### src/rtl/mem_port_arbiter_if.sv
// Bus bundle for mem_port_arbiter: fetch and data requester handshakes,
// the single memory port, and debug visibility of the arbiter FSM.
// Handshake: a requester raises *_req with stable address/data and holds it
// until the matching *_ack, which is a single-cycle pulse; the arbiter
// snapshots the request at grant, so later input changes are ignored.
interface mem_port_arbiter_if;
    // fetch requester
    logic        i_req;
    logic [31:0] i_addr;
    logic        i_ack;
    // data requester
    logic        d_req;
    logic        d_we;
    logic [31:0] d_addr;
    logic [31:0] d_wdata;
    logic [1:0]  d_tam;
    logic        d_ack;
    // shared read return
    logic [31:0] rdata;
    // memory port
    logic        mem_en;
    logic        mem_we;
    logic [31:0] mem_addr;
    logic [31:0] mem_wdata;
    logic [1:0]  mem_tam;
    logic [31:0] mem_rdata;
    // status and debug
    logic        busy;
    logic [1:0]  dbg_state;
    logic        dbg_last_grant;

    // arbiter side
    modport slave (
        input  i_req, i_addr, d_req, d_we, d_addr, d_wdata, d_tam, mem_rdata,
        output i_ack, d_ack, rdata, mem_en, mem_we, mem_addr, mem_wdata,
        output mem_tam, busy, dbg_state, dbg_last_grant
    );

    // requester / memory-model side
    modport master (
        output i_req, i_addr, d_req, d_we, d_addr, d_wdata, d_tam, mem_rdata,
        input  i_ack, d_ack, rdata, mem_en, mem_we, mem_addr, mem_wdata,
        input  mem_tam, busy, dbg_state, dbg_last_grant
    );
endinterface

### src/rtl/mem_port_arbiter.sv
// mem_port_arbiter: shares one fixed-latency memory port between an
// instruction-fetch requester and a data requester.
// FSM IDLE -> ACCESS (LAT cycles) -> RESP (one-cycle ack) -> IDLE.
// Optional macro ARB_ROUND_ROBIN_EN: contended grants alternate between the
// requesters; without it, data always wins a contended grant.
module mem_port_arbiter #(
    parameter int LAT = 2
) (
    input  logic             clk,
    input  logic             reset_n,
    mem_port_arbiter_if.slave bus
);

    localparam logic [1:0] IDLE   = 2'd0;
    localparam logic [1:0] ACCESS = 2'd1;
    localparam logic [1:0] RESP   = 2'd2;

    // LAT of 0 behaves as 1; counter is 4 bits so cap at 15.
    localparam int         LAT_E    = (LAT < 1) ? 1 : ((LAT > 15) ? 15 : LAT);
    localparam logic [3:0] CNT_LOAD = 4'(LAT_E - 1);

    logic [1:0]  state;
    logic [3:0]  cnt;
    logic        last_grant;   // 0 = fetch, 1 = data; also the current owner
    logic        we_r;
    logic [31:0] addr_r;
    logic [31:0] wdata_r;
    logic [1:0]  tam_r;
    logic [31:0] rdata_r;
    logic        grant_valid;
    logic        grant_data;

    // Pick the winner for a grant taken in IDLE.
    always_comb begin
        grant_valid = bus.i_req | bus.d_req;
`ifdef ARB_ROUND_ROBIN_EN
        if (bus.i_req && bus.d_req) begin
            grant_data = ~last_grant;
        end else begin
            grant_data = bus.d_req;
        end
`else
        grant_data = bus.d_req;
`endif
    end

    // FSM, request snapshot, latency counter and read-data capture.
    always_ff @(posedge clk or negedge reset_n) begin
        if (!reset_n) begin
            state      <= IDLE;
            cnt        <= 4'd0;
            last_grant <= 1'b1;
            we_r       <= 1'b0;
            addr_r     <= 32'd0;
            wdata_r    <= 32'd0;
            tam_r      <= 2'b00;
            rdata_r    <= 32'd0;
        end else begin
            case (state)
                IDLE: begin
                    if (grant_valid) begin
                        last_grant <= grant_data;
                        if (grant_data) begin
                            addr_r  <= bus.d_addr;
                            wdata_r <= bus.d_wdata;
                            we_r    <= bus.d_we;
                            tam_r   <= bus.d_tam;
                        end else begin
                            addr_r  <= bus.i_addr;
                            wdata_r <= 32'd0;
                            we_r    <= 1'b0;
                            tam_r   <= 2'b00;
                        end
                        cnt   <= CNT_LOAD;
                        state <= ACCESS;
                    end
                end
                ACCESS: begin
                    if (cnt == 4'd0) begin
                        // stores leave the read-data register untouched
                        if (!we_r) begin
                            rdata_r <= bus.mem_rdata;
                        end
                        state <= RESP;
                    end else begin
                        cnt <= cnt - 4'd1;
                    end
                end
                RESP: begin
                    // no grant here: one idle cycle separates transactions
                    state <= IDLE;
                end
                default: begin
                    state <= IDLE;
                end
            endcase
        end
    end

    // Strobes decode from state so reset clears them immediately.
    assign bus.mem_en         = (state == ACCESS);
    assign bus.mem_we         = (state == ACCESS) & we_r;
    assign bus.i_ack          = (state == RESP) & ~last_grant;
    assign bus.d_ack          = (state == RESP) & last_grant;
    assign bus.busy           = (state != IDLE);
    assign bus.mem_addr       = addr_r;
    assign bus.mem_wdata      = wdata_r;
    assign bus.mem_tam        = tam_r;
    assign bus.rdata          = rdata_r;
    assign bus.dbg_state      = state;
    assign bus.dbg_last_grant = last_grant;

endmodule
### src/flat_wrapper.sv
// flat-port wrapper written by rule: the top's interface ports become plain ports
module mem_port_arbiter_flat 
#(
    parameter int LAT = 2
)
  (clk, reset_n, bus_i_req, bus_i_addr, bus_d_req, bus_d_we, bus_d_addr, bus_d_wdata, bus_d_tam, bus_mem_rdata, bus_i_ack, bus_d_ack, bus_rdata, bus_mem_en, bus_mem_we, bus_mem_addr, bus_mem_wdata, bus_mem_tam, bus_busy, bus_dbg_state, bus_dbg_last_grant);
  mem_port_arbiter_if bus_i ();
  input  logic clk;
  input  logic reset_n;
  input wire logic [$bits(bus_i.i_req)-1:0] bus_i_req;
  input wire logic [$bits(bus_i.i_addr)-1:0] bus_i_addr;
  input wire logic [$bits(bus_i.d_req)-1:0] bus_d_req;
  input wire logic [$bits(bus_i.d_we)-1:0] bus_d_we;
  input wire logic [$bits(bus_i.d_addr)-1:0] bus_d_addr;
  input wire logic [$bits(bus_i.d_wdata)-1:0] bus_d_wdata;
  input wire logic [$bits(bus_i.d_tam)-1:0] bus_d_tam;
  input wire logic [$bits(bus_i.mem_rdata)-1:0] bus_mem_rdata;
  output wire logic [$bits(bus_i.i_ack)-1:0] bus_i_ack;
  output wire logic [$bits(bus_i.d_ack)-1:0] bus_d_ack;
  output wire logic [$bits(bus_i.rdata)-1:0] bus_rdata;
  output wire logic [$bits(bus_i.mem_en)-1:0] bus_mem_en;
  output wire logic [$bits(bus_i.mem_we)-1:0] bus_mem_we;
  output wire logic [$bits(bus_i.mem_addr)-1:0] bus_mem_addr;
  output wire logic [$bits(bus_i.mem_wdata)-1:0] bus_mem_wdata;
  output wire logic [$bits(bus_i.mem_tam)-1:0] bus_mem_tam;
  output wire logic [$bits(bus_i.busy)-1:0] bus_busy;
  output wire logic [$bits(bus_i.dbg_state)-1:0] bus_dbg_state;
  output wire logic [$bits(bus_i.dbg_last_grant)-1:0] bus_dbg_last_grant;
  assign bus_i.i_req = bus_i_req;
  assign bus_i.i_addr = bus_i_addr;
  assign bus_i.d_req = bus_d_req;
  assign bus_i.d_we = bus_d_we;
  assign bus_i.d_addr = bus_d_addr;
  assign bus_i.d_wdata = bus_d_wdata;
  assign bus_i.d_tam = bus_d_tam;
  assign bus_i.mem_rdata = bus_mem_rdata;
  assign bus_i_ack = bus_i.i_ack;
  assign bus_d_ack = bus_i.d_ack;
  assign bus_rdata = bus_i.rdata;
  assign bus_mem_en = bus_i.mem_en;
  assign bus_mem_we = bus_i.mem_we;
  assign bus_mem_addr = bus_i.mem_addr;
  assign bus_mem_wdata = bus_i.mem_wdata;
  assign bus_mem_tam = bus_i.mem_tam;
  assign bus_busy = bus_i.busy;
  assign bus_dbg_state = bus_i.dbg_state;
  assign bus_dbg_last_grant = bus_i.dbg_last_grant;
  mem_port_arbiter #(.LAT(LAT)) u_core (.clk(clk), .reset_n(reset_n), .bus(bus_i));
endmodule
### config.mk
export PLATFORM = sky130hd
export DESIGN_NAME = mem_port_arbiter_flat
export DESIGN_NICKNAME = d
export VERILOG_FILES = /design/src/rtl/mem_port_arbiter_if.sv /design/src/rtl/mem_port_arbiter.sv /design/src/flat_wrapper.sv
export SDC_FILE = /design/constraint.sdc
export NUM_CORES = 1
export LEC_CHECK = 0
export BUFFER_PORTS_ARGS = -buffer_cell sky130_fd_sc_hd__buf_4
export CORE_ASPECT_RATIO = 1.25
export CORE_MARGIN = 2
export CORE_UTILIZATION = 30
export CTS_CLUSTER_DIAMETER = 80
export CTS_CLUSTER_SIZE = 8
export DETAILED_ROUTE_END_ITERATION = 12
export PLACE_DENSITY = 0.55
export SYNTH_ARGS = -nofsm -noshare
export SYNTH_HDL_FRONTEND = slang
export SYNTH_SLANG_ARGS = --single-unit
### constraint.sdc
create_clock -name clk -period 2.37 [get_ports clk]
set_clock_uncertainty 0.05 [all_clocks]
set_input_delay 0.474 -clock clk [delete_from_list [all_inputs] [get_ports clk]]
set_output_delay 0.474 -clock clk [all_outputs]
set_load 0.02 [all_outputs]
==> results of run 1 <==
-- cells in the final DEF, fill, tap and decap left out --
| master | instances |
|---|---|
| sky130_fd_sc_hd__a21oi_1 | 32 |
| sky130_fd_sc_hd__clkinvlp_4 | 1 |
| sky130_fd_sc_hd__and3b_1 | 1 |
| sky130_fd_sc_hd__a31oi_1 | 33 |
| sky130_fd_sc_hd__nand2b_1 | 3 |
| sky130_fd_sc_hd__bufinv_16 | 1 |
| sky130_fd_sc_hd__inv_8 | 1 |
| sky130_fd_sc_hd__inv_1 | 4 |
| sky130_fd_sc_hd__or2_2 | 1 |
| sky130_fd_sc_hd__mux2_2 | 30 |
| sky130_fd_sc_hd__buf_12 | 3 |
| sky130_fd_sc_hd__dfstp_2 | 1 |
| sky130_fd_sc_hd__dfrtp_1 | 105 |
| sky130_fd_sc_hd__inv_6 | 1 |
| sky130_fd_sc_hd__or4_1 | 1 |
| sky130_fd_sc_hd__or3b_4 | 1 |
| sky130_fd_sc_hd__ha_1 | 2 |
| sky130_fd_sc_hd__nor3_4 | 1 |
| sky130_fd_sc_hd__clkinv_2 | 1 |
| sky130_fd_sc_hd__nor3_1 | 1 |
| sky130_fd_sc_hd__and2_1 | 2 |
| sky130_fd_sc_hd__nand2_1 | 4 |
| sky130_fd_sc_hd__buf_4 | 247 |
| sky130_fd_sc_hd__a21o_1 | 1 |
| sky130_fd_sc_hd__a221oi_1 | 1 |
| sky130_fd_sc_hd__a211oi_1 | 2 |
| sky130_fd_sc_hd__nor2_4 | 1 |
| sky130_fd_sc_hd__o31ai_1 | 1 |
| sky130_fd_sc_hd__mux2_1 | 2 |
| sky130_fd_sc_hd__clkbuf_16 | 9 |
| sky130_fd_sc_hd__mux2i_1 | 32 |
| sky130_fd_sc_hd__nor2_1 | 1 |
| sky130_fd_sc_hd__nor3b_1 | 2 |
| sky130_fd_sc_hd__a22o_1 | 35 |
| sky130_fd_sc_hd__a31o_2 | 3 |
| sky130_fd_sc_hd__clkinv_8 | 1 |
| sky130_fd_sc_hd__clkinv_4 | 1 |
-- power groups by stage --
stage	clock network (uW)	logic, uW	registers [uW]
global route	1680	4880	3310
global placement	0	4550	3190
floorplan	0	1650	4150
detailed placement	0	4630	3200
finish	1550	4550	3180
CTS	1610	4620	3190
-- cell usage after synthesis --
master	count	share of area, %
sky130_fd_sc_hd__a211oi_1	2	0.34
sky130_fd_sc_hd__a21o_1	1	0.17
sky130_fd_sc_hd__a21oi_1	32	3.7
sky130_fd_sc_hd__a221oi_1	1	0.20
sky130_fd_sc_hd__a22o_1	35	7.0
sky130_fd_sc_hd__a31o_2	3	0.60
sky130_fd_sc_hd__a31oi_1	33	4.7
sky130_fd_sc_hd__and2_1	2	0.29
sky130_fd_sc_hd__and3b_1	1	0.20
sky130_fd_sc_hd__buf_1	1	0.086
sky130_fd_sc_hd__buf_2	7	0.80
sky130_fd_sc_hd__buf_6	3	0.77
sky130_fd_sc_hd__clkbuf_1	18	1.5
sky130_fd_sc_hd__dfrtp_1	105	60
sky130_fd_sc_hd__dfstp_2	1	0.60
sky130_fd_sc_hd__ha_1	2	0.57
sky130_fd_sc_hd__inv_1	4	0.34
sky130_fd_sc_hd__mux2_1	2	0.51
sky130_fd_sc_hd__mux2_2	30	7.7
sky130_fd_sc_hd__mux2i_1	32	7.3
sky130_fd_sc_hd__nand2_1	4	0.34
sky130_fd_sc_hd__nand2b_1	3	0.43
sky130_fd_sc_hd__nor2_1	2	0.17
sky130_fd_sc_hd__nor3_1	1	0.11
sky130_fd_sc_hd__nor3_4	1	0.37
sky130_fd_sc_hd__nor3b_1	2	0.34
sky130_fd_sc_hd__o31ai_1	1	0.17
sky130_fd_sc_hd__or2_2	1	0.14
sky130_fd_sc_hd__or3b_4	1	0.26
sky130_fd_sc_hd__or4_1	1	0.17
-- registers in the layout, summed over array words and instances, names as in the netlist --
name                       flops
u_core.bus.dbg_last_grant      1
u_core.bus.dbg_state           2
u_core.bus.mem_addr           32
u_core.bus.mem_tam             2
u_core.bus.mem_wdata          32
u_core.bus.rdata              32
u_core.cnt                     4
u_core.we_r                    1
-- through the flow --
step           area (um2)  utilization [%]  cells
4_1_cts              6690             46.7    747
5_1_grt              6690             46.7    747
3_3_place_gp         6380             44.5    731
2_1_floorplan        4380                -    332
6_report             6690             46.7    747
3_5_place_dp         6380             44.5    731
-- path summary, 6_finish.rpt --
kind | to | depth (start not counted)
max reg2reg | u_core.bus.rdata[30]$_DFFE_PN0P_ | 6
max | bus_mem_we | 4
max in group asynchronous | u_core.bus.mem_addr[31]$_DFFE_PN0P_ | 2
min in group clk | u_core.bus.mem_wdata[9]$_DFFE_PN0P_ | 2
min | u_core.bus.mem_wdata[16]$_DFFE_PN0P_ | 1
min reg2reg | u_core.bus.rdata[29]$_DFFE_PN0P_ | 1
-- cells by family after synthesis --
kind of cell             count (synthesis)  share of synthesized area [%]
flip-flops                             106                           60.6
buffers and inverters                   33                           3.54
multiplexers                            64                           15.6
AO/OA/AOI/OAI                          108                           16.9
adder cells (fa/ha/maj)                  2                          0.572
AND/OR/NAND/NOR                         19                           2.83
-- critical path, stage by stage (launching register included) --
cell and delay (ps):
sky130_fd_sc_hd__dfrtp_1 430, sky130_fd_sc_hd__nand2b_1 300, sky130_fd_sc_hd__inv_1 150, sky130_fd_sc_hd__and2_1 180
sky130_fd_sc_hd__buf_4 150
-- metal layers --
layer	global-route usage, %	vias up	part of all wire (%)
li1	-	1702	-
met1	18.9	1700	41
met2	25.8	140	51
met3	3.32	19	6.4
met4	6.48	0	2.3
met5	0	-	0
-- area by class of cell --
class                   instances  area, um2
flip-flops and latches        106       2650
multi-input cells             193       1580
clock buffers                   9        225
well taps                     178        223
inverters                       4       15.0
clock inverters                 7       87.6
repair buffers                250       1910
fillers                      1344       7650
==> impl_metrics.sql, run 1 <==
INSERT INTO impl_metrics (metric_group, metric, value, unit) VALUES
('setup_path', 'r2r_path_start', 'u_core.cnt[0]$_DFFE_PN0P_', ''),
('yosys', 'yosys_warnings', '0', ''),
('layout', 'fin_nets', '701', ''),
('global_route', 'grt.total_usage', '15.3', '%'),
('setup_path', 'crit_fanout', '6', ''),
('timing', 'setup_slack', '287', 'ps'),
('timing', 'drv_slew', '0', ''),
('cts', 'clock_latency', '340', 'ps'),
('drt', 'detail_route.iter0.violations', '124', ''),
('setup_path', 'setup.worst_path.end_class', 'primary output', ''),
('cts', 'post_cts_hold_buffer_count', '0', ''),
('floorplanning', 'die_width', '112', 'um'),
('drt', 'postRouteWirelength', '12000', 'um'),
('pwr', 'switch_share', '39.3', '%'),
('yosys', 'synth_seq_area_share', '60.6', '%'),
('floorplanning', 'initial_core_util', '30.5', '%'),
('floorplanning', 'num_io_pins', '241', ''),
('timing', 'number_of_hold_slack_violations_in_the_final_timing_report', '0', ''),
('hold_path', 'min-delay-path-class', 'primary input to asynchronous set/reset pin', ''),
('layout', 'antennaDiodeCount', '0', ''),
('floorplanning', 'die_h', '139', 'um'),
('timing', 'final.period_utilization', '87.9', '%'),
('timing', 'maximum_clock_frequency', '480', 'MHz'),
('cts', 'cts_tree', 'built', ''),
('setup_path', 'worstSetupStartpoint', 'u_core.bus.dbg_state[1]$_DFFE_PN0P_', ''),
('global_route', 'grt_first_pass_wirelength', '19300', 'um'),
('cts', 'clock_tree.buffer_depth', '2', ''),
('drt', 'route.vias.total', '3561', ''),
('timing', 'tightest_slew', '525', 'ps'),
('timing', 'max_slew_margin_vs_limit', '65.0', '%'),
('yosys', 'post_synthesis_net_count', '469', ''),
('outcome', 'run_status', 'finished, final reports clean', ''),
('setup_path', 'data_required_time_at_the_worst_endpoint', '1850', 'ps'),
('global_route', 'grt_antenna_before_repair', '0', ''),
('yosys', 'synth_cells', '332', ''),
('floorplanning', 'core', '14300', 'um2'),
('placement', 'gp_congestion', '0.729', ''),
('cts', 'post_cts_setup_repair_buffer_count', '0', ''),
('floorplanning', 'std_cell_rows', '49', ''),
('cts', 'cts_resized', '0', ''),
('pwr', 'clock_power_share', '16.7', '%'),
('placement', 'port_buffers', '240', ''),
('drt', 'drt-vias-per-instance', '4.77', ''),
('yosys', 'yosys_register_bits', '106', ''),
('pwr', 'sequentialPowerShare', '34.3', '%'),
('yosys', 'yosys.cell_types.count', '30', ''),
('yosys', 'syn_area', '4380', 'um2'),
('timing', 'finalHoldWorstSlack', '19.4', 'ps'),
('setup_path', 'path_class', 'flip-flop to primary output', ''),
('layout', 'post_route_cells_drive_above_1_share', '53.4', '%'),
('pwr', 'switchingPower', '3650', 'uW'),
('placement', 'dp_slack', '353', 'ps'),
('cts', 'clkSlewWorstSetupHoldPaths', '80', 'ps'),
('timing', 'finalWorstPathRequiredPeriod', '2080', 'ps'),
('cts', 'clock-sinks', '106', ''),
('layout', 'layout_area_growth_over_synthesis', '52.9', '%'),
('floorplanning', 'die_area', '15600', 'um2'),
('cts', 'cts-buffers-inserted', '9', ''),
('cts', 'clk_root_buffer_cell', 'sky130_fd_sc_hd__clkbuf_16', ''),
('global_route', 'grt_max_degree', '65', ''),
('timing', 'setup_viol', '0', ''),
('global_route', 'via_count_of_the_first_global_routing_pass', '3709', ''),
('pwr', 'post-layout-total-power', '9280', 'uW'),
('drt', 'wl_per_cell', '16.1', 'um'),
('pwr', 'p_int', '5630', 'uW'),
('pwr', 'ir_drop', '0.596', 'mV'),
('drt', 'dr.pass1.iters', '4', ''),
('setup_path', 'arrival', '1560', 'ps'),
('pwr', 'pd_cells', '1390', 'nW/um2'),
('pwr', 'combinationalPowerShare', '49.0', '%'),
('yosys', 'post_synth.cell_area_avg', '13.2', 'um2'),
('job', 'drv_cap', '0', ''),
('drt', 'detail-route-antenna-nets', '0', ''),
('timing', 'grt_setup_unrepaired', 'no', ''),
('placement', 'final_hpwl_dp', '8830', 'um'),
('setup_path', 'timing.critical_path.from_type', 'flip-flop', ''),
('global_route', 'overflow', '0', ''),
('cts', 'cts-htree-levels', '3', ''),
('setup_path', 'setup_slack_of_the_worst_register_to_register_path', '340', 'ps'),
('drt', 'detail_route.drc_violations', '0', ''),
('timing', 'fin_tns_setup', '0', 'ps'),
('pwr', 'leakage', '0.00327', 'uW');
No activity file was read; power rests on OpenSTA's default activity.
==> inputs of run 2 (changes only) <==
CORE_ASPECT_RATIO = unset   (was 1.25)
clock period = 2.1 ns   (was 2.37 ns; I/O delays follow)
==> run 2 against run 1 <==
Worst hold slack better by 220 ps. First-iteration DRC count fell by 15%. Wire length increased by 2.6%. Combinational power is 16% higher. Total power rose by 13%. Die area hardly changed. Sequential power rose by 13%. Global-route usage increased by 0.063 points. Non-clock buffer count is 9 higher. Critical endpoint is now u_core.bus.rdata[3]$_DFFE_PN0P_.
==> impl_metrics.sql, run 2 (synthesis gave the netlist of run 1 again) <==
INSERT INTO impl_metrics (metric_group, metric, value, unit) VALUES
('outcome', 'run_status', 'finished, final reports clean', ''),
('timing', 'grt_setup_unrepaired', 'no', ''),
('drt', 'm1WireLength', '5400', 'um'),
('cts', 'cts_tree', 'built', ''),
('layout', 'antennaDiodeCount', '0', ''),
('setup_path', 'cpMaxStageDelayCell', 'sky130_fd_sc_hd__or3b_4', ''),
('global_route', 'overflow', '0', ''),
('timing', 'number_of_hold_slack_violations_in_the_final_timing_report', '0', ''),
('setup_path', 'timing.critical_path.from_type', 'flip-flop', ''),
('timing', 'tightest_slew', '439', 'ps'),
('floorplanning', 'die_width', '125', 'um'),
('placement', 'placedInstanceArea', '6420', 'um2'),
('hold_path', 'min-delay-path-class', 'primary input to flip-flop', ''),
('placement', 'port_buffers', '240', ''),
('timing', 'max_slew_margin_vs_limit', '70.7', '%'),
('floorplanning', 'initial_core_util', '30.5', '%'),
('drt', 'highest_layer', 'met4', ''),
('pwr', 'leakage', '0.00331', 'uW'),
('drt', 'detail-route-antenna-nets', '0', ''),
('floorplanning', 'std_cell_rows', '44', ''),
('global_route', 'grt_antenna_before_repair', '0', ''),
('placement', 'gp_congestion', '0.761', ''),
('layout', 'post_route_cells_drive_above_1_share', '54.0', '%'),
('setup_path', 'timing.critical_path.slowest_cell_delay', '420', 'ps'),
('floorplanning', 'die_h', '125', 'um'),
('cts', 'clock_tree.buffer_depth', '2', ''),
('global_route', 'via_count_of_the_first_global_routing_pass', '3527', ''),
('timing', 'finalHoldWorstSlack', '237', 'ps'),
('job', 'drv_cap', '0', ''),
('drt', 'wl_met2', '5730', 'um'),
('floorplanning', 'core', '14400', 'um2'),
('cts', 'clock_latency', '340', 'ps'),
('timing', 'finalWorstPathRequiredPeriod', '2030', 'ps'),
('drt', 'wl_per_cell', '16.2', 'um'),
('placement', 'place.detailed.instances', '740', ''),
('drt', 'postRouteWirelength', '12300', 'um'),
('timing', 'maximum_clock_frequency', '493', 'MHz'),
('cts', 'clk_root_buffer_cell', 'sky130_fd_sc_hd__clkbuf_16', ''),
('setup_path', 'crit_fanout', '8', ''),
('setup_path', 'timing.critical_path.cells', 'inv_1, ha_1, or3b_4, nor3_4, buf_4, buf_6, mux2_2', ''),
('timing', 'final.period_utilization', '96.6', '%'),
('layout', 'mostFrequentLayoutCells', 'sky130_fd_sc_hd__buf_4 (252), sky130_fd_sc_hd__dfrtp_1 (105), sky130_fd_sc_hd__a22o_1 (35)', ''),
('setup_path', 'arrival', '2200', 'ps'),
('global_route', 'grt.total_usage', '15.3', '%'),
('drt', 'detail_route.iter0.violations', '105', ''),
('layout', 'layout_area_growth_over_synthesis', '55.0', '%'),
('timing', 'drv_slew', '0', ''),
('layout', 'stdcell_count', '762', ''),
('cts', 'clock-sinks', '106', ''),
('setup_path', 'setup.worst_path.end_class', 'flip-flop', ''),
('drt', 'met3WireLength', '999', 'um'),
('global_route', 'grt_first_pass_wirelength', '19100', 'um'),
('pwr', 'ir_drop', '0.555', 'mV'),
('drt', 'dr.pass1.iters', '4', ''),
('cts', 'cts-htree-levels', '3', ''),
('drt', 'route.vias.total', '3627', ''),
('layout', 'fin_nets', '710', ''),
('floorplanning', 'die_area', '15600', 'um2'),
('placement', 'final_hpwl_dp', '9050', 'um'),
('setup_path', 'data_required_time_at_the_worst_endpoint', '2280', 'ps'),
('timing', 'setup_viol', '0', ''),
('cts', 'cts-buffers-inserted', '9', ''),
('global_route', 'grt_max_degree', '58', ''),
('timing', 'fin_tns_setup', '0', 'ps'),
('floorplanning', 'num_io_pins', '241', ''),
('setup_path', 'critical_path_buf_inv_count', '3', ''),
('layout', 'final_design_area_no_fill', '6790', 'um2'),
('setup_path', 'crit_family', 'simple AND/OR/NAND/NOR gates', ''),
('layout', 'most_common_cell_after_layout_fill_and_taps_aside', 'sky130_fd_sc_hd__buf_4', ''),
('setup_path', 'path_class', 'flip-flop to flip-flop', ''),
('drt', 'drt-vias-per-instance', '4.76', ''),
('pwr', 'pd_cells', '1550', 'nW/um2'),
('cts', 'clkSlewWorstSetupHoldPaths', '70', 'ps'),
('drt', 'detail_route.drc_violations', '0', '');
==> run 2: changes by cell type in the layout (fill, tap and decap cells not counted), sizes merged <==
cell / change
clkbuf: +4
bufinv: -1
dlygate4sd3: +1
clkinv: -2
buf: +7
==> run 2: per-stage QoR <==
stage	setup slack [ps]	total power [uW]	utilization (%)
after floorplan	174	6540	-
after global placement	160	8810	44.7
after detailed placement	82.6	8920	44.7
after CTS	18.1	10600	46.8
after global routing	2.81	11200	47.2
final	72.1	10500	47.2
==> run 2: layout make-up <==
class	count	area (um2)
Sequential cell	106	2650
Timing Repair Buffer	259	2020
Multi-Input combinational cell	193	1580
Inverter	4	15.0
Clock inverter	4	33.8
Tap cell	184	230
Clock buffer	12	256
Fill cell	1354	7580
==> run 2: path summary, 6_finish.rpt <==
path	from	endpoint	slack, ps	cells after the start
max in group asynchronous	reset_n	u_core.bus.dbg_last_grant$_DFFE_PN1P_	830	3
max reg2reg	u_core.cnt[1]$_DFFE_PN0P_	u_core.bus.rdata[3]$_DFFE_PN0P_	70	7
min reg2reg	u_core.bus.rdata[28]$_DFFE_PN0P_	u_core.bus.rdata[28]$_DFFE_PN0P_	440	1
min in group asynchronous	reset_n	u_core.bus.rdata[4]$_DFFE_PN0P_	510	2
max	u_core.cnt[1]$_DFFE_PN0P_	u_core.bus.rdata[3]$_DFFE_PN0P_	70	7
min	bus_d_wdata[15]	u_core.bus.mem_wdata[15]$_DFFE_PN0P_	240	2
==> run 2: where the power goes <==
group,switching (uW),leakage [uW],internal [uW]
sequential,578,0.00126,3020
clock,743,0.000140,881
combinational,2800,0.00191,2500
==> run 2: what timing repair did <==
action                     4_1_cts  5_1_grt
hold endpoints to repair        30        0
setup endpoints to repair        0       32
setup buffers                    0        3
hold buffers                     1        0
gates resized for setup          0        1
==> run 2: per-layer routing <==
metal | up-vias | global-route usage, %
li1 | 1732 | -
met1 | 1719 | 20.2
met2 | 162 | 23.8
met3 | 14 | 4.90
met4 | 0 | 5.62
met5 | - | 0
==> inputs of run 3 (changes only) <==
BUFFER_PORTS_ARGS = -buffer_cell sky130_fd_sc_hd__buf_2   (was -buffer_cell sky130_fd_sc_hd__buf_4)
clock period = 2.3 ns   (was 2.1 ns; I/O delays follow)
==> run 3 against run 2 <==
Register-to-register slack gained 200 ps. Combinational power fell by 22%. Worst hold slack worse by 210 ps. Critical path depth shrank 3. Die area did not move. Total power fell by 16%. Sequential share of layout area increased by 4.6 points. Final area decreased by 11%. Wire length fell by 6.4%. First-iteration DRC count grew 37%. Setup slack better by 100 ps. Flip-flop and latch count unchanged. Critical path type is now flip-flop to primary output. Critical endpoint is now bus_mem_we. Highest routed layer unchanged.
==> impl_metrics.sql, run 3 (synthesis gave the netlist of run 1 again) <==
INSERT INTO impl_metrics (metric_group, metric, value, unit) VALUES
('outcome', 'run_status', 'finished, final reports clean', ''),
('global_route', 'grt_first_pass_wirelength', '18600', 'um'),
('global_route', 'grt_util_met2', '23.2', '%'),
('timing', 'max_slew_margin_vs_limit', '57.6', '%'),
('cts', 'cts-htree-levels', '3', ''),
('pwr', 'ir_drop', '0.434', 'mV'),
('cts', 'clock_latency', '350', 'ps'),
('layout', 'fin_nets', '700', ''),
('timing', 'grt_setup_unrepaired', 'no', ''),
('floorplanning', 'die_area', '15600', 'um2'),
('setup_path', 'arrival', '1620', 'ps'),
('setup_path', 'timing.critical_path.slowest_cell_delay', '440', 'ps'),
('timing', 'tightest_slew', '636', 'ps'),
('drt', 'dr.pass1.iters', '4', ''),
('cts', 'clock_tree.buffer_depth', '2', ''),
('setup_path', 'data_required_time_at_the_worst_endpoint', '1790', 'ps'),
('pwr', 'leakage', '0.00305', 'uW'),
('setup_path', 'path_class', 'flip-flop to primary output', ''),
('layout', 'mostFrequentLayoutCells', 'sky130_fd_sc_hd__buf_2 (239), sky130_fd_sc_hd__dfrtp_1 (105), sky130_fd_sc_hd__a22o_1 (35)', ''),
('layout', 'num-fill-cells', '1401', ''),
('cts', 'post_cts_setup_repair_buffer_count', '0', ''),
('global_route', 'grt_max_degree', '66', ''),
('global_route', 'grt.total_usage', '15.0', '%'),
('cts', 'cts-buffers-inserted', '9', ''),
('global_route', 'busiest_layer', 'met2', ''),
('cts', 'cts_resized', '0', ''),
('drt', 'detail_route.drc_violations', '0', ''),
('layout', 'post_route_cells_drive_above_1_share', '53.3', '%'),
('placement', 'port_buffers', '240', ''),
('global_route', 'overflow', '0', ''),
('global_route', 'via_count_of_the_first_global_routing_pass', '3551', ''),
('cts', 'clkSlewWorstSetupHoldPaths', '80', 'ps'),
('drt', 'wl_per_cell', '15.3', 'um'),
('setup_path', 'worstRegToRegCells', '6', ''),
('global_route', 'grt_util_met1', '19.8', '%'),
('floorplanning', 'die_h', '125', 'um'),
('timing', 'finalHoldWorstSlack', '22.9', 'ps'),
('setup_path', 'crit_family', 'simple AND/OR/NAND/NOR gates', ''),
('timing', 'fin_tns_setup', '0', 'ps'),
('cts', 'clk_root_buffer_cell', 'sky130_fd_sc_hd__clkbuf_16', ''),
('setup_path', 'critical_path_buf_inv_count', '2', ''),
('floorplanning', 'die_width', '125', 'um'),
('drt', 'drt-vias-per-instance', '4.80', ''),
('layout', 'most_common_cell_after_layout_fill_and_taps_aside', 'sky130_fd_sc_hd__buf_2', ''),
('setup_path', 'timing.critical_path.from_type', 'flip-flop', ''),
('layout', 'layout_area_growth_over_synthesis', '38.7', '%'),
('setup_path', 'cpMaxStageDelayCell', 'sky130_fd_sc_hd__dfrtp_1', ''),
('setup_path', 'timing.critical_path.cells', 'nand2b_1, inv_1, and2_1, buf_2', ''),
('timing', 'drv_slew', '0', ''),
('placement', 'final_hpwl_dp', '8520', 'um'),
('drt', 'postRouteWirelength', '11500', 'um'),
('setup_path', 'worstSetupStartpoint', 'u_core.bus.dbg_state[1]$_DFFE_PN0P_', ''),
('global_route', 'grt_antenna_before_repair', '0', ''),
('setup_path', 'setup_slack_of_the_worst_register_to_register_path', '270', 'ps'),
('floorplanning', 'core', '14400', 'um2'),
('timing', 'setup_viol', '0', ''),
('job', 'drv_cap', '0', ''),
('layout', 'multi_input_comb_area', '1580', 'um2'),
('cts', 'clock-sinks', '106', ''),
('setup_path', 'setup.worst_path.end_class', 'primary output', ''),
('timing', 'maximum_clock_frequency', '470', 'MHz'),
('cts', 'post_cts_hold_buffer_count', '0', ''),
('floorplanning', 'std_cell_rows', '44', ''),
('layout', 'layout_utilization', '42.3', '%'),
('timing', 'final.period_utilization', '92.5', '%'),
('pwr', 'pd_cells', '1460', 'nW/um2'),
('floorplanning', 'initial_core_util', '30.5', '%'),
('placement', 'gp_congestion', '0.792', ''),
('drt', 'detail_route.iter0.violations', '144', ''),
('cts', 'cts_tree', 'built', ''),
('drt', 'route.vias.total', '3607', ''),
('floorplanning', 'num_io_pins', '241', ''),
('layout', 'sequential_cell_area', '2650', 'um2'),
('pwr', 'post-layout-total-power', '8870', 'uW'),
('timing', 'number_of_hold_slack_violations_in_the_final_timing_report', '0', ''),
('timing', 'finalWorstPathRequiredPeriod', '2130', 'ps'),
('layout', 'antennaDiodeCount', '0', ''),
('hold_path', 'min-delay-path-class', 'primary input to asynchronous set/reset pin', ''),
('setup_path', 'crit_fanout', '6', ''),
('setup_path', 'r2r_path_start', 'u_core.cnt[0]$_DFFE_PN0P_', ''),
('setup_path', 'regToRegEndpoint', 'u_core.bus.rdata[1]$_DFFE_PN0P_', ''),
('global_route', 'groute.layer.met3.usage', '4.08', '%'),
('drt', 'detail-route-antenna-nets', '0', '');
-- run 3: cell types whose count changed in the layout (fill, tap and decap cells not counted), sizes merged --
cell,change
buf,-8
clkbuf,-4
clkinv,+2
dlygate4sd3,-1
inv,+1
-- run 3: final cells by class --
type                    count  share of cell area (%)
well taps                 184                    3.79
repair buffers            249                    21.6
flip-flops and latches    106                    43.7
clock inverters             7                    1.05
multi-input cells         193                    25.9
clock buffers               9                    3.71
inverters                   4                   0.247
-- run 3: worst max path at each step --
stage / end / slack (ps) / depth (start not counted)
after global placement: u_core.bus.rdata[4]$_DFFE_PN0P_ / 360 / 6
after global routing: bus_mem_we / 40 / 4
after CTS: bus_mem_we / 140 / 4
after floorplan: bus_busy / 330 / 4
after detailed placement: u_core.bus.rdata[1]$_DFFE_PN0P_ / 290 / 6
final: bus_mem_we / 170 / 4
-- run 3: worst register-to-register path: stages, from the launching register on --
cell                      delay (ps)
sky130_fd_sc_hd__dfrtp_1         420
sky130_fd_sc_hd__inv_1           100
sky130_fd_sc_hd__ha_1            160
sky130_fd_sc_hd__or3b_4          420
sky130_fd_sc_hd__nor3_4          160
sky130_fd_sc_hd__buf_12          230
sky130_fd_sc_hd__mux2_2          370
-- run 3: routing by layer --
layer / up-vias / part of all wire, %
met3: 17 / 8.1
met5: - / 0
met1: 1712 / 44
li1: 1712 / -
met4: 0 / 1.8
met2: 166 / 46
-- run 3: metrics by stage --
step | cell area (um2) | std cells | setup WS (ps)
after global placement | 5780 | 736 | 358
after global routing | 6070 | 752 | 44.0
final | 6070 | 752 | 172
after detailed placement | 5780 | 736 | 287
after CTS | 6070 | 752 | 144
after floorplan | 4380 | 332 | 334
-- run 3: report_power, final --
group	switching [uW]	internal (uW)
logic	2490	1650
clock network	722	755
registers	495	2760
total	3710	5160
